### config.mk
export PLATFORM = sky130hd
export DESIGN_NAME = fetch_queue
export DESIGN_NICKNAME = d
export VERILOG_FILES = /design/src/rtl/fetch_queue.sv
export SDC_FILE = /design/constraint.sdc
export NUM_CORES = 1
export LEC_CHECK = 0
export BUFFER_PORTS_ARGS = -buffer_cell sky130_fd_sc_hd__buf_2
export CAP_MARGIN = 20
export CORE_MARGIN = 3
export CORE_UTILIZATION = 57
export DETAILED_ROUTE_END_ITERATION = 10
export PLACE_DENSITY = 0.79
export SYNTH_ARGS = -nofsm -noshare
export SYNTH_HDL_FRONTEND = slang
export SYNTH_SLANG_ARGS = --single-unit
### constraint.sdc
create_clock -name clk -period 3.7 [get_ports clk]
set_input_delay 0.74 -clock clk [delete_from_list [all_inputs] [get_ports clk]]
set_output_delay 0.74 -clock clk [all_outputs]
set_load 0.005 [all_outputs]
### src/rtl/fetch_queue.sv
// Instruction fetch stage: owns the fetch PC, drives instruction memory and buffers
// returned {pc, instr} pairs in a small prefetch FIFO drained by decode.
module fetch_queue #(
    parameter int          DEPTH    = 4,
    parameter logic [31:0] RESET_PC = 32'h0000_0000
) (
    input  logic                     clk,
    input  logic                     reset,
    output logic [31:0]              imem_addr,
    input  logic [31:0]              imem_instr,
    input  logic                     redirect_valid,
    input  logic [31:0]              redirect_pc,
    output logic                     out_valid,
    input  logic                     out_ready,
    output logic [31:0]              out_instr,
    output logic [31:0]              out_pc,
    output logic [$clog2(DEPTH):0]   count
);

    localparam int PW = $clog2(DEPTH);
    localparam int CW = PW + 1;
    localparam logic [CW-1:0] FULL = CW'(DEPTH);

    typedef struct packed {
        logic [31:0] pc;
        logic [31:0] instr;
    } entry_t;

    entry_t          mem [DEPTH];
    logic [31:0]     fetch_pc;
    logic [PW-1:0]   rd_ptr;
    logic [PW-1:0]   wr_ptr;
    logic [CW-1:0]   cnt;
    logic            push;
    logic            pop;

    assign imem_addr = fetch_pc;
    assign count     = cnt;

    // out_valid depends only on registered occupancy, so decode's ready never loops back.
    assign out_valid = (cnt != '0);
    assign pop       = out_valid && out_ready;
    // A full FIFO still accepts when the head leaves in the same cycle.
    assign push      = !redirect_valid && ((cnt < FULL) || pop);

    assign out_instr = out_valid ? mem[rd_ptr].instr : 32'h0;
    assign out_pc    = out_valid ? mem[rd_ptr].pc    : 32'h0;

    // NOTE: non-blocking assignments for all registered state so every update in this
    // block sees pre-edge values, independent of statement order.
    always_ff @(posedge clk) begin
        if (reset) begin
            fetch_pc <= RESET_PC;
            rd_ptr   <= '0;
            wr_ptr   <= '0;
            cnt      <= '0;
        end else if (redirect_valid) begin
            fetch_pc <= redirect_pc & ~32'h3;
            rd_ptr   <= '0;
            wr_ptr   <= '0;
            cnt      <= '0;
        end else begin
            if (push) begin
                wr_ptr   <= wr_ptr + PW'(1);
                fetch_pc <= fetch_pc + 32'd4;
            end
            if (pop) begin
                rd_ptr <= rd_ptr + PW'(1);
            end
            if (push && !pop) begin
                cnt <= cnt + CW'(1);
            end else if (pop && !push) begin
                cnt <= cnt - CW'(1);
            end
        end
    end

    // NOTE: storage is deliberately left out of reset; count and pointers alone decide
    // which entries are meaningful, so stale data is never observed.
    always_ff @(posedge clk) begin
        if (push && !reset) begin
            mem[wr_ptr] <= '{pc: fetch_pc, instr: imem_instr};
        end
    end

endmodule
After elaboration in Yosys (flattened, before gate mapping)
Memory sizes are Yosys's and may differ from the RTL's. A register that Yosys moved wholly into a read port is not among the register bits.
Index checks and enable logic that the tools add are counted.
Storage, ports and cells
  bits of input ports: 68
  ROM bits: 0
  register bits: 39
  latch bits: 0
  memories: 1
  memory bits (writable): 256
  logic and storage cells: 36
  output and inout port bits: 100
Memories
  mem: words 4, width 64, rd ports 1, clocked after Yosys merged registers in 1, wr ports 1, RTL line 29  | entry_t mem [DEPTH];
Operators by class
  bitwise operators: 0
  shift operators: 0
  order comparisons: 1
  equality and inequality tests: 0
  $add $sub $neg: 5
  multiply operators: 0
  divide/modulo/power cells: 0
  muxes and demuxes: 10
  reduce and logical (&&, ||, !) cells: 14
Operators by type and width (count)
  2-to-1 mux 32 bit: 4
  adder 32 x 3 -> 32 bit, second input constant: 1
  2-to-1 mux 3 bit: 2
  logical AND 1 bit: 5
  adder 2 x 1 -> 2 bit, second input constant: 2
  zero test 1 bit: 4
  2-to-1 mux 2 bit: 2
  nonzero test 2 bit: 2
  adder 3 x 1 -> 3 bit, second input constant: 1
  less-than comparator 3 bit, second input constant: 1
  nonzero test 3 bit: 1
  subtractor 3 x 1 -> 3 bit, second input constant: 1
  2-to-1 mux 1 bit: 2
  OR reduction 2 bit: 1
  logical OR 1 bit: 1

Depth between registers and ports, before layout
  depth after elaboration: 8
  gate-level depth with buffers: 9
  mapped depth without buffers: 8

Worst setup path before layout
Ideal clock, no wire load.
  path kind: input to register
  start: in out_ready
  end: mem mem[0][0] in the netlist's numbering, enable pin
  path buffers: 2
  setup slack: 356 ps
  data arrival time: 2917 ps
  stages: 4
  data required time: 3273 ps
  setup time: 427 ps
  cells stage by stage: nand2b_1 -> clkbuf_1 -> clkbuf_1 -> and3_1
Between the ends
  longest elaborated chain between the ends: 6
RTL lines
  from (decl): RTL line 14  | input logic out_ready,
  logical AND 1 bit: RTL line 42  | assign pop = out_valid && out_ready;
  logical OR 1 bit: RTL line 44  | assign push = !redirect_valid && ((cnt < FULL) || pop);
  logical AND 1 bit: RTL line 44
  logical AND 1 bit: RTL line 81  | if (push && !reset) begin
  2-to-1 mux 1 bit: RTL line 81
  2-to-1 mux 1 bit (implied by the code): RTL line 82  | mem[wr_ptr] <= '{pc: fetch_pc, instr: imem_instr};
  to (decl): RTL line 29
No other way between the ends.

==> results.sh <==
export IMPL_outcome="completed"
export IMPL_synth_edf_count=248
export IMPL_clock_root_buffer="clkbuf_16"
export IMPL_routedWlPerCell_um=22.0
export IMPL_synth_cell_type_count=53
export IMPL_io_pins=168
export IMPL_cts_hold_buf=0
export IMPL_hpwl_um=15700
export IMPL_setup_slack_ns=0.582
export IMPL_clkTransAtPathRegs_ns=0.06
export IMPL_dr_pass1_iters=5
export IMPL_rsz0062_at_grt="no"
export IMPL_ys_top_cells_by_count="edfxtp_1 (248), and2_1 (67), mux4_2 (62)"
export IMPL_dp_slack_ns=0.869
export IMPL_fin_area_um2=13800
export IMPL_p_sw_frac=0.217
export IMPL_dieArea_um2=22300
export IMPL_synth_most_common_cell="edfxtp_1"
export IMPL_crit_fanout=19
export IMPL_hold_start="imem_instr[20]"
export IMPL_critical_path_class="register to output port"
export IMPL_slew_limit_headroom=0.377
export IMPL_num_nets_final=926
export IMPL_critPathLaunchType="register"
export IMPL_cts_resized=0
export IMPL_setup_viol=0
export IMPL_synth_avg_cell_area_um2=17.1
export IMPL_setup_tns_final_ns=0
export IMPL_dr_wl_met3_um=2150
export IMPL_synthFlopType="edfxtp_1"
export IMPL_portBuffers=161
export IMPL_drv_cap=0
export IMPL_timing_final_hold_violations=0
export IMPL_synth_ff_latch_count=287
export IMPL_fin_util=0.694
export IMPL_insertion_delay_ns=0.54
export IMPL_min_path_cells=1
export IMPL_dpl_cell_area_um2=12800
export IMPL_min_to="mem[2][20]$_DFFE_PP_"
export IMPL_max_clock_freq_mhz=321
export IMPL_vias_per_cell=6.11
export IMPL_hold_class="input pin to register"
export IMPL_p_seq_frac=0.519
export IMPL_drtAntennaViolNets=0
export IMPL_wl_um=25000
export IMPL_regArea_um2=8240
export IMPL_multi_input_area_um2=3260
export IMPL_design_core_area_um2=19800
export IMPL_grt_pass1_wl_um=39500
export IMPL_die_w_um=149
export IMPL_p_int_mw=5.60
export IMPL_p_total_mw=7.15
export IMPL_drc=0
export IMPL_grt_pass1_vias=7149
export IMPL_cts_buffers=29
export IMPL_fillCellCount=1308
export IMPL_syn_to_final_growth_pct=17.5
export IMPL_synth_largest_area_cell="edfxtp_1"
export IMPL_irDropWorstVdd_mv=0.363
export IMPL_fin_crit_sh=0.843
export IMPL_antenna_found_initial=0
export IMPL_rr_worst_depth=8
export IMPL_critPathCaptureType="output port"
export IMPL_yosys_area_top_type_share=0.636
export IMPL_p_per_area_nw_per_um2=519
export IMPL_syn_inst=687
export IMPL_cts_setup_buffers=0
export IMPL_period_minus_slack_ns=3.12
export IMPL_drt_initial_drc_count=677
export IMPL_start_util=0.590
export IMPL_gp_congestion=0.913
export IMPL_htreeDepth=1
export IMPL_grt_max_degree=63
export IMPL_clock_path_buffers=3
export IMPL_num_antenna_cells=0
export IMPL_hold_slack_ns=0.418
export IMPL_grt_use_total=0.227
export IMPL_finClkSkew_ns=0.0203
export IMPL_dp_cells=1085
export IMPL_synth_area_um2=11700
export IMPL_final_cell_count_no_fill=1138
export IMPL_rr_startpoint="count[2]$_SDFFE_PP0P_"
export IMPL_clkPwrFrac=0.401
export IMPL_worstPathRequired_ns=2.96
export IMPL_p_sw_mw=1.55
export IMPL_worst_pin_slew_ns=0.934
export IMPL_fp_row_count=51
export IMPL_drive_gt1_frac=0.339
export IMPL_maxSlewViolCount=0
export IMPL_top_layer="met4"
export IMPL_r2r_setup_slack_ns=1.03
export IMPL_yosysSeqAreaShare=0.702
export IMPL_vias=6948
export IMPL_power_frac_comb=0.080
export IMPL_cts_tree="done"
export IMPL_grt_overflow_total=0
export IMPL_wl_met2_um=12200
export IMPL_die_height_um=149
export IMPL_worstReg2RegEnd="count[2]$_SDFFE_PP0P_"
export IMPL_ys_async_sr_fraction=0
export IMPL_cp_arrival_ns=2.38
export IMPL_wirelength_met1_um=10100
export IMPL_power_leakage_nw=4.81
export IMPL_cts_sinks=287
export IMPL_netlist_top_cells_area="edfxtp_1 (64%), mux4_2 (12%), dfxtp_1 (6.7%), and2_1 (3.6%), nor2_1 (1.2%)"
export IMPL_yosysWarnings=0
[cell usage in the layout (no fill, tap or decap), types with 6 or more instances in the layout]
master	instances
edfxtp_1	248
buf_2	161
and2_1	67
mux4_2	62
nor2_1	38
dfxtp_1	37
clkbuf_16	29
nand2_1	20
nand4_1	15
nand3_1	14
buf_4	13
xor2_1	11
a211oi_1	10
nor4_1	9
inv_1	8
o211ai_1	7
nor2b_1	6
or3_1	6
a311oi_1	6
ha_1	6
clkinv_2	6
[flip-flops by register name (all words and copies together), names as in the netlist, named ones only]
| name | cells |
|---|---|
| mem | 248 |
| imem_addr | 30 |
| count | 3 |
| rd_ptr | 2 |
| wr_ptr | 2 |
[cells by family after synthesis]
kind of cell             count (synthesis)  share of synthesized area
AO/OA/AOI/OAI                           54                     0.0362
multiplexers                            63                      0.120
XOR/XNOR                                16                     0.0120
AND/OR/NAND/NOR                        204                     0.0990
buffers and inverters                   55                     0.0220
adder cells (fa/ha/maj)                  7                    0.00812
other                                    1                   0.000320
flip-flops                             287                      0.702
[power by group through the flow]
stage               Sequential [mW]  Combinational (mW)  Clock (mW)
floorplan                      3.74               0.323           0
global placement               3.76               0.565           0
detailed placement             3.78               0.582           0
CTS                            3.71               0.585        2.91
global route                   3.72               0.633        3.03
finish                         3.71               0.573        2.87
[routing by layer]
metal,track usage,vias to the layer above
met5,0,-
met4,0.0563,0
met3,0.0425,48
met2,0.375,369
met1,0.319,3479
li1,-,3052
[area by class of cell]
| type | count | area share |
|---|---|---|
| Clock buffer | 34 | 0.0541 |
| Clock inverter | 19 | 0.0145 |
| Inverter | 8 | 0.00218 |
| Multi-Input combinational cell | 348 | 0.237 |
| Sequential cell | 287 | 0.598 |
| Tap cell | 265 | 0.0241 |
| Timing Repair Buffer | 177 | 0.0700 |
[worst max-delay path, cell delays in order, from the launching register on]
cell and delay [ns]:
dfxtp_4 0.62, buf_4 0.36, mux4_2 0.54, and2_1 0.19
buf_2 0.13
[worst max-delay path by stage]
stage | start | endpoint | slack (ns) | depth (start not counted)
floorplan | out_ready | mem[0][0]$_DFFE_PP_ | 0.36 | 4
global placement | redirect_valid | mem[0][38]$_DFFE_PP_ | 0.92 | 4
detailed placement | redirect_valid | mem[0][40]$_DFFE_PP_ | 0.87 | 4
CTS | register | out_pc[11] | 0.51 | 4
global route | register | out_pc[11] | 0.41 | 4
finish | register | out_pc[11] | 0.58 | 4
Note: power is estimated with default switching activity, not from simulation.
